File: src/rtl/rx_fifo.sv
// rx_fifo -- first-word-fall-through receive FIFO between a receive channel
// and a memory writer.
//
// Parameters
//   WIDTH : data word width in bits
//   DEPTH : storage depth in words (power of two, >= 2)
//
// Ports
//   ACLK        in   clock, rising edge
//   ARESET      in   synchronous active-high reset
//   rx_data     in   word from the receive channel
//   rx_new_data in   rx_data valid this cycle
//   rx_hold     out  back-pressure to the receive channel
//   mem_data    out  head-of-queue word
//   mem_valid   out  mem_data holds a valid word
//   mem_ready   in   memory writer takes mem_data this cycle
//   count       out  number of stored words
//   overflow    out  sticky: a word arrived that could not be stored
//
// Build option
//   RX_FIFO_EARLY_HOLD_EN : when defined, rx_hold rises at DEPTH-1 words so a
//   word already in flight from the receive channel still finds a slot.
module rx_fifo #(
    parameter int WIDTH = 8,
    parameter int DEPTH = 4
) (
    input  logic                     ACLK,
    input  logic                     ARESET,
    input  logic [WIDTH-1:0]         rx_data,
    input  logic                     rx_new_data,
    output logic                     rx_hold,
    output logic [WIDTH-1:0]         mem_data,
    output logic                     mem_valid,
    input  logic                     mem_ready,
    output logic [$clog2(DEPTH):0]   count,
    output logic                     overflow
);

    localparam int AW = $clog2(DEPTH);
    localparam int CW = AW + 1;

    typedef enum logic [1:0] {
        ST_EMPTY   = 2'd0,
        ST_PARTIAL = 2'd1,
        ST_FULL    = 2'd2
    } occ_e;

    occ_e            state_q, state_d;
    logic [AW-1:0]   wr_ptr_q, wr_ptr_d;
    logic [AW-1:0]   rd_ptr_q, rd_ptr_d;
    logic [CW-1:0]   count_q, count_d;
    logic            overflow_q, overflow_d;
    logic [WIDTH-1:0] mem_q [DEPTH];

    logic full;
    logic push;
    logic pop;

    // State register
    always_ff @(posedge ACLK) begin
        if (ARESET) begin
            state_q    <= ST_EMPTY;
            wr_ptr_q   <= '0;
            rd_ptr_q   <= '0;
            count_q    <= '0;
            overflow_q <= 1'b0;
        end else begin
            state_q    <= state_d;
            wr_ptr_q   <= wr_ptr_d;
            rd_ptr_q   <= rd_ptr_d;
            count_q    <= count_d;
            overflow_q <= overflow_d;
        end
    end

    // Storage is not reset; a push coinciding with reset is discarded.
    always_ff @(posedge ACLK) begin
        if (push && !ARESET) begin
            mem_q[wr_ptr_q] <= rx_data;
        end
    end

    // FSM outputs: validity and fullness come from the occupancy state
    always_comb begin
        mem_valid = (state_q != ST_EMPTY);
        full      = (state_q == ST_FULL);
    end

    // A pop frees the slot in the same cycle, so a full FIFO can still accept
    // a word when the writer drains one simultaneously.
    assign pop  = mem_valid && mem_ready;
    assign push = rx_new_data && (!full || pop);

    // Next occupancy state
    always_comb begin
        state_d = state_q;
        unique case (state_q)
            ST_EMPTY: begin
                if (push) state_d = ST_PARTIAL;
            end
            ST_PARTIAL: begin
                if (push && !pop && count_q == CW'(DEPTH - 1))
                    state_d = ST_FULL;
                else if (pop && !push && count_q == CW'(1))
                    state_d = ST_EMPTY;
            end
            ST_FULL: begin
                if (pop && !push) state_d = ST_PARTIAL;
            end
            default: state_d = ST_EMPTY;
        endcase
    end

    // Pointers, occupancy count and sticky overflow
    always_comb begin
        wr_ptr_d   = wr_ptr_q;
        rd_ptr_d   = rd_ptr_q;
        count_d    = count_q;
        overflow_d = overflow_q;
        if (push) wr_ptr_d = wr_ptr_q + AW'(1);
        if (pop)  rd_ptr_d = rd_ptr_q + AW'(1);
        unique case ({push, pop})
            2'b10:   count_d = count_q + CW'(1);
            2'b01:   count_d = count_q - CW'(1);
            default: count_d = count_q;
        endcase
        if (rx_new_data && !push) overflow_d = 1'b1;
    end

    assign mem_data = mem_q[rd_ptr_q];
    assign count    = count_q;
    assign overflow = overflow_q;

`ifdef RX_FIFO_EARLY_HOLD_EN
    assign rx_hold = (count_q >= CW'(DEPTH - 1));
`else
    assign rx_hold = (count_q == CW'(DEPTH));
`endif

endmodule

File: config.mk
export PLATFORM = sky130hd
export DESIGN_NAME = rx_fifo
export DESIGN_NICKNAME = d
export VERILOG_FILES = /design/src/rtl/rx_fifo.sv
export SDC_FILE = /design/constraint.sdc
export NUM_CORES = 1
export LEC_CHECK = 0
export BUFFER_PORTS_ARGS = -buffer_cell sky130_fd_sc_hd__buf_2
export CAP_MARGIN = 25
export CORE_AREA = 2 2 71 53
export DETAILED_ROUTE_END_ITERATION = 10
export DIE_AREA = 0 0 73 55
export PLACE_DENSITY = 0.91
export REMOVE_ABC_BUFFERS = 1
export SLEW_MARGIN = 20
export SYNTH_ARGS = -nofsm -noshare
export SYNTH_HDL_FRONTEND = slang
export SYNTH_SLANG_ARGS = --single-unit
File: constraint.sdc
create_clock -name ACLK -period 3.85 [get_ports ACLK]
set_clock_uncertainty 0.2 [all_clocks]
set_input_delay 0.385 -clock ACLK [delete_from_list [all_inputs] [get_ports ACLK]]
set_output_delay 0.385 -clock ACLK [all_outputs]
set_load 0.05 [all_outputs]
==> reports/results.env, run 1 <==
MIN-DELAY-PATH-CLASS='in -> reg'
FINAL.PERIOD_UTILIZATION=0.612
FIRST_PASS_GRT_WIRE_LENGTH_MM=5.14
DIE_AREA_UM2=4020
ELEMENT_TYPE_AT_THE_CRITICAL_PATH_START='flop'
WORST_SETUP_PATH_END_KIND='output port'
CTS_POST_SETUP_BUFFERS_INSERTED=0
FINISH.NET_COUNT=173
SYNTH_TOP_CELL_BY_AREA='sky130_fd_sc_hd__edfxtp_1'
CLOCK_LATENCY_PS=300
DIE_EXTENT_IN_Y_UM=55
DIE_WIDTH_UM=73
NUM_VIAS=1106
DRT-TOTAL-WL_MM=3.36
GRT_REMAINING_OVERFLOW=0
CTS-RESIZED-GATES=0
CTS_TREE='yes'
SHARE_SEQ_OF_TOTAL_POWER=0.526
LAYOUTNONFILLERINSTCOUNT=193
CTS_BUFFER_DEPTH=2
MAX_FREQ_MHz=425
CP.ARRIVAL_PS=1770
WORST_R2R_PATH_DEPTH=3
REG2REG_FROM='state_q[0]$_SDFFE_PP0P_'
GRT_USAGE=0.184
POST-LAYOUT-TOTAL-POWER_mW=1.02
PWR_DENSITY_CELL_nW_PER_UM2=474
NETLIST_AREA_UM2=1920
LARGEST_NET_DEGREE_AT_THE_START_OF_GLOBAL_ROUTING=16
TIMING.SETUP.CRITICAL_PATH_CLASS='reg -> out'
SEQUENTIAL_SHARE_OF_THE_SYNTHESIZED_AREA=0.627
P_INT_mW=0.763
CORE_UM2=3360
INITIAL_UTILIZATION=0.571
PERIOD_NEEDED_PS=2350
TIMING.HOLD.WORST_PATH_DEPTH=1
VIA_COUNT_OF_THE_FIRST_GLOBAL_ROUTING_PASS=1053
ROUTABILITYCONGESTION=0.896
FINALHOLDVIOLCOUNT=0
SYNTH.AVG_CELL_AREA_UM2=15.1
P_SW_FRAC=0.256
DRT-WIRELENGTH-PER-CELL_UM=17.4
CRITICAL_PATH_REQUIRED_PS=3260
FILLERINSTANCES=233
CTS_NUM_SINKS=44
REG2REG_SETUP_SLACK_PS=1730
SLEW_VIOL_FINAL=0
ANTENNA_FOUND_INITIAL=0
QUANTITY_OF_I_O_BUFFERS_INSERTED_ON_PORTS=25
SYNTH.DISTINCT_CELLS=36
POST-ROUTE-CELL-AREA_UM2=2160
WORST_SLEW_PIN_SLEW_PS=542
CELL_WITH_THE_LARGEST_STAGE_DELAY_ON_THE_WORST_PATH='sky130_fd_sc_hd__dfxtp_1'
H-TREE-DEPTH=2
VIASPERCELL=5.73
ASYNC_FLOP_SHARE=0
TIMING.MAX_SLEW.REL_SLACK=0.638
SYNTH_FLOP_CELL='sky130_fd_sc_hd__edfxtp_1'
CP_CELL_SEQUENCE='mux4_2, buf_2'
SETUP-TNS-FINAL_PS=0
ANTENNA_VIOLATING_NETS_POST_ROUTE=0
COUNT_OF_PLACED_STANDARD_CELLS_INCLUDING_TAPS=185
PEAKVDDDROP_V=0.000304
CTS_ROOT_BUFFER='sky130_fd_sc_hd__clkbuf_8'
YS_FF_LATCH=44
DRC_ERRORS=0
NUM_IO_PINS=26
CELLLEAKAGEPOWER_nW=0.806
SETUP.WORST_PATH.END='mem_data[7]'
LAYOUT-DRIVE-GT1-SHARE=0.301
PLACEDINSTANCEAREA_UM2=2040
CPPEAKSTAGEDELAY_PS=660
ANTENNADIODECOUNT=0
SYNTHESIS.YOSYS.WARNINGS=0
SYNTH-EDFF-COUNT=32
POWER.NET_SWITCHING_mW=0.262
AREA_GROWTH_FROM_SYNTHESIS_TO_LAYOUT_PCT=12.7
FIRSTDRTPASSITERS=4
SYNTH_CELLS=127
SYNTH_COMMON_CELLS='32 x sky130_fd_sc_hd__edfxtp_1, 12 x sky130_fd_sc_hd__dfxtp_1, 9 x sky130_fd_sc_hd__ha_1, 9 x sky130_fd_sc_hd__inv_1, 8 x sky130_fd_sc_hd__mux4_2'
AREA_SHARE_OF_THE_LEADING_CELL_TYPE_IN_THE_SYNTHESIZED_NETLIST=0.501
MAX_CAP_VIOL_COUNT=0
COMBPWRFRAC=0.127
POST-SYNTH-TOP-COUNT-CELL='sky130_fd_sc_hd__edfxtp_1'
SETUP_VIOL_COUNT_FINAL=0
PLACE_HPWL_MM=2.38
DRT-INITIAL-DRC-COUNT=90
POWER.CLOCK.FRACTION=0.347
GRT_SETUP_UNREPAIRED='no'
LEADING_POST_SYNTHESIS_CELLS_BY_CELL_AREA='sky130_fd_sc_hd__edfxtp_1 50%, sky130_fd_sc_hd__dfxtp_1 13%, sky130_fd_sc_hd__mux4_2 9.4%'
R2R-END='mem_q[0][3]$_DFFE_PP_'
CP_MAX_FO=8
OUTCOME='complete, no violations'
WORST_SETUP_HOLD_PATH_CLK_SLEW_PS=90
CTS_BUFFER_COUNT=5
CTS.HOLD.BUFFERS_ADDED=0
FP-ROW-COUNT=18
cell usage in the layout, fill, tap and decap left out, types with 2 or more instances in the layout:
master,count
sky130_fd_sc_hd__inv_1,9
sky130_fd_sc_hd__mux4_2,8
sky130_fd_sc_hd__edfxtp_1,32
sky130_fd_sc_hd__and2_1,5
sky130_fd_sc_hd__ha_1,9
sky130_fd_sc_hd__xor2_1,3
sky130_fd_sc_hd__o21ai_0,3
sky130_fd_sc_hd__nor2_1,7
sky130_fd_sc_hd__nand3b_1,2
sky130_fd_sc_hd__a21oi_1,5
sky130_fd_sc_hd__clkbuf_8,5
sky130_fd_sc_hd__dfxtp_1,12
sky130_fd_sc_hd__buf_2,25
sky130_fd_sc_hd__a31oi_1,3
sky130_fd_sc_hd__or3_1,3
sky130_fd_sc_hd__nor2b_1,2
logic make-up (layout without fill, tap and decap cells):
logic type | Yosys count | after routing | share of synthesized area
flip-flops | 44 | 44 | 0.627
XOR/XNOR | 3 | 3 | 0.0137
buffers and inverters | 16 | 42 | 0.0424
AO/OA/AOI/OAI | 19 | 19 | 0.0718
multiplexers | 9 | 9 | 0.0999
AND/OR/NAND/NOR | 27 | 27 | 0.0868
adder cells (fa/ha/maj) | 9 | 9 | 0.0587
sequential cells by signal, summed over array words and instances, names as in the netlist, named ones only:
name      cells
mem_q        32
count         3
rd_ptr_q      2
state_q       2
wr_ptr_q      2
overflow      1
critical path, delay by kind of cell (launching register included):
family / cells / cell delay (ps)
flip-flops: 1 / 660
buffers and inverters: 1 / 230
multiplexers: 1 / 580
power groups by stage:
stage                     clock network (mW)  logic (mW)  registers [mW]
final                                  0.356       0.130           0.539
after CTS                              0.362       0.130           0.539
after global routing                   0.376       0.139           0.541
after global placement                     0       0.123           0.548
after detailed placement                   0       0.129           0.550
after floorplan                            0      0.0828           0.557
how the worst min path moves through the flow:
stage                                from                 endpoint  slack (ps)
detailed placement  overflow$_SDFFE_PP0P_    overflow$_SDFFE_PP0P_         270
global placement    overflow$_SDFFE_PP0P_    overflow$_SDFFE_PP0P_         250
global route                   rx_data[2]    mem_q[2][2]$_DFFE_PP_          90
finish                         rx_data[2]    mem_q[0][2]$_DFFE_PP_         100
CTS                            rx_data[2]    mem_q[0][2]$_DFFE_PP_          90
floorplan                          ARESET  state_q[0]$_SDFFE_PP0P_         250
layer usage:
| layer | global-route usage | up-vias | wire [um] |
|---|---|---|---|
| met2 | 0.290 | 36 | 1640 |
| met1 | 0.231 | 541 | 1470 |
| met3 | 0.0435 | 7 | 166 |
| met5 | 0 | - | 0 |
| met4 | 0.123 | 0 | 86 |
| li1 | - | 522 | - |
through the flow:
step                      utilization  hold slack (ps)  setup slack, ps
final                           0.644             97.8             1500
after global routing            0.644             89.4             1390
after CTS                       0.644             89.2             1440
after detailed placement        0.609              267             1750
after global placement          0.609              251             1840
after floorplan                     -              251             1900
area by class of cell:
cell class | instances | area [um2] | share of cell area
Timing Repair Buffer | 25 | 125 | 0.0579
Multi-Input combinational cell | 67 | 634 | 0.294
Clock inverter | 3 | 46.3 | 0.0214
Clock buffer | 5 | 68.8 | 0.0319
Tap cell | 40 | 50.0 | 0.0232
Sequential cell | 44 | 1200 | 0.556
Inverter | 9 | 33.8 | 0.0156
Note: power is estimated with default switching activity, not from simulation.
==> run 2: changes to the inputs <==
--- a/config.mk
+++ b/config.mk
@@ -7,10 +7,10 @@
 export LEC_CHECK = 0
 export BUFFER_PORTS_ARGS = -buffer_cell sky130_fd_sc_hd__buf_2
 export CAP_MARGIN = 25
-export CORE_AREA = 2 2 71 53
+export CORE_AREA = 2 2 73 54
 export DETAILED_ROUTE_END_ITERATION = 10
-export DIE_AREA = 0 0 73 55
-export PLACE_DENSITY = 0.91
+export DIE_AREA = 0 0 75 56
+export PLACE_DENSITY = 0.88
 export REMOVE_ABC_BUFFERS = 1
 export SLEW_MARGIN = 20
 export SYNTH_ARGS = -nofsm -noshare
==> constraint.sdc (replaced) <==
create_clock -name ACLK -period 2.35 [get_ports ACLK]
set_clock_uncertainty 0.2 [all_clocks]
set_input_delay 0.235 -clock ACLK [delete_from_list [all_inputs] [get_ports ACLK]]
set_output_delay 0.235 -clock ACLK [all_outputs]
set_load 0.05 [all_outputs]
==> run 2 against run 1 <==
Compared with the run above: sequential share of layout area fell by 1.4 points; critical path depth stayed put; combinational power grew 70%; design area up 2.5%; power grew 50%; clock power grew 21%; flip-flop and latch count unchanged; sequential power grew 64%; die area increased by 4.6%; non-clock buffer count increased by 8; worst setup slack worse by 1400 ps; final cell count rose by 8.8%.
==> reports/results.env, run 2 (synthesized netlist as in run 1, its figures left out) <==
OUTCOME='complete, no violations'
FINALHOLDVIOLCOUNT=0  # unchanged
POST-LAYOUT-TOTAL-POWER_mW=1.54  # +50%
CTS_BUFFER_DEPTH=2  # unchanged
PERIOD_NEEDED_PS=2220
FIRSTDRTPASSITERS=4  # unchanged
ELEMENT_TYPE_AT_THE_CRITICAL_PATH_START='flop'
P_SW_FRAC=0.258  # +0.00195
MIN-DELAY-PATH-CLASS='in -> reg'
WORST_SETUP_PATH_END_KIND='output port'
SETUP-TNS-FINAL_PS=0  # unchanged
CTS_ROOT_BUFFER='sky130_fd_sc_hd__clkbuf_8'
SHARE_SEQ_OF_TOTAL_POWER=0.575  # +0.049
LARGEST_REGISTER_FF_COUNT=32  # unchanged
FINAL.PERIOD_UTILIZATION=0.944
H-TREE-DEPTH=2  # unchanged
P_INT_mW=1.14  # +50%
PWR_DENSITY_CELL_nW_PER_UM2=693  # +46%
MAX_FREQ_MHz=451
WORST_SETUP_HOLD_PATH_CLK_SLEW_PS=70  # -20 ps
GRT_USAGE=0.182  # -0.00246
FIRST_PASS_GRT_WIRE_LENGTH_MM=5.47  # +6.4%
WORST_SLEW_PIN_SLEW_PS=533  # -9.02 ps
PLACE_HPWL_MM=2.29  # -3.4%
SETUP_VIOL_COUNT_FINAL=0  # unchanged
DRT-WIRELENGTH-PER-CELL_UM=16.4  # -5.7%
ANTENNA_VIOLATING_NETS_POST_ROUTE=0  # unchanged
GRT_REMAINING_OVERFLOW=0  # unchanged
PEAKVDDDROP_V=0.000463  # +52%
LARGEST_NET_DEGREE_AT_THE_START_OF_GLOBAL_ROUTING=14  # -2
DRT-INITIAL-DRC-COUNT=84  # -6.7%
ANTENNADIODECOUNT=0  # unchanged
REGMOSTFLOPS='mem_q'
COMBPWRFRAC=0.144  # +0.017
CLOCK_LATENCY_PS=290  # about the same
CTS-RESIZED-GATES=0  # unchanged
AREA_GROWTH_FROM_SYNTHESIS_TO_LAYOUT_PCT=15.5
DETAILEDPLACE.WORSTSLACK_PS=418  # -1330 ps
GRT_SETUP_UNREPAIRED='no'
FP-ROW-COUNT=18  # unchanged
POWER.NET_SWITCHING_mW=0.395  # +51%
CP.ARRIVAL_PS=1780  # about the same
DIE_EXTENT_IN_Y_UM=56  # +1.8%
SLEW_VIOL_FINAL=0  # unchanged
CP_MAX_FO=8  # unchanged
TIMING.SETUP.CRITICAL_PATH_CLASS='reg -> out'
ANTENNA_FOUND_INITIAL=0  # unchanged
INITIAL_UTILIZATION=0.556  # -0.0149
CRITICAL_PATH_REQUIRED_PS=1910  # -1350 ps
NUM_VIAS=1117  # +0.99%
FINAL_CORE_UTILIZATION=0.643  # -0.000848
CTS_NUM_SINKS=44  # unchanged
CTS_BUFFER_COUNT=5  # unchanged
LAYOUT-DRIVE-GT1-SHARE=0.275  # -0.0257
DIE_WIDTH_UM=75  # +2.7%
VIASPERCELL=5.32  # -7.2%
MOSTFREQUENTLAYOUTCELLS='32 x sky130_fd_sc_hd__edfxtp_1, 25 x sky130_fd_sc_hd__buf_2, 12 x sky130_fd_sc_hd__dfxtp_1'
FINAL_COMMON_CELL='sky130_fd_sc_hd__edfxtp_1'
POSTLAYOUTSETUPSLACKWORST_PS=133  # -1360 ps
DIE_AREA_UM2=4200  # +4.6%
DRT-TOTAL-WL_MM=3.45  # +2.6%
DRC_ERRORS=0  # unchanged
TIMING.MAX_SLEW.REL_SLACK=0.644  # +0.00631
NUM_IO_PINS=26  # unchanged
QUANTITY_OF_I_O_BUFFERS_INSERTED_ON_PORTS=25  # unchanged
TIMING.HOLD.WORST_PATH_DEPTH=2  # +1
WORST_R2R_PATH_DEPTH=3  # unchanged
VIA_COUNT_OF_THE_FIRST_GLOBAL_ROUTING_PASS=1134  # +7.7%
CTS_TREE='yes'
FINISH.NET_COUNT=181  # +4.6%
ROUTABILITYCONGESTION=0.859  # -4.1%
MAX_CAP_VIOL_COUNT=0  # unchanged
CELLLEAKAGEPOWER_nW=0.825  # +2.4%
POWER.CLOCK.FRACTION=0.281  # -0.066
CORE_UM2=3450  # +2.7%
## run 2: per-layer routing
layer,up-vias,track usage,wire [um]
met1,547,0.223,1460
li1,537,-,-
met2,26,0.302,1760
met5,-,0,0
met3,7,0.0399,146
met4,0,0.0816,82
## run 2: final cells by class
class                      count  area, um2
inverter                       9       33.8
timing repair buffer          33        205
multi-input combinational     67        634
fill                         247       1230
tap                           50       62.6
clock inverter                 1       5.00
clock buffer                   6       72.6
sequential                    44       1200
## run 2: critical path: stages (launching register included)
cell	delay (ps)
sky130_fd_sc_hd__dfxtp_1	660
sky130_fd_sc_hd__mux4_2	600
sky130_fd_sc_hd__buf_2	230
## run 2: what timing repair did
action / in CTS / in global routing
hold buffers: 8 / 0
endpoints found under the hold margin: 32 / 0
setup buffers: 0 / 0
## run 2: worst paths after layout
| kind | from | to | slack [ps] |
|---|---|---|---|
| setup reg to reg | state_q[0]$_SDFFE_PP0P_ | mem_q[0][6]$_DFFE_PP_ | 410 |
| setup / recovery | flop | mem_data[5] | 130 |
| hold reg to reg | overflow$_SDFFE_PP0P_ | overflow$_SDFFE_PP0P_ | 280 |
| hold / removal | ARESET | flop | 80 |
## run 2: power by group through the flow
stage	sequential (mW)	clock (mW)	combinational, mW
after CTS	0.883	0.439	0.221
after floorplan	0.913	0	0.136
after global placement	0.898	0	0.203
final	0.884	0.431	0.221
after global routing	0.888	0.473	0.238
after detailed placement	0.901	0	0.210
## run 2: metrics by stage
step / area (um2) / hold WS (ps) / cells
floorplan: 1870 / 101 / 120
global placement: 2060 / 251 / 195
detailed placement: 2060 / 257 / 195
CTS: 2210 / 78.1 / 210
global route: 2210 / 95.3 / 210
finish: 2210 / 81.2 / 210
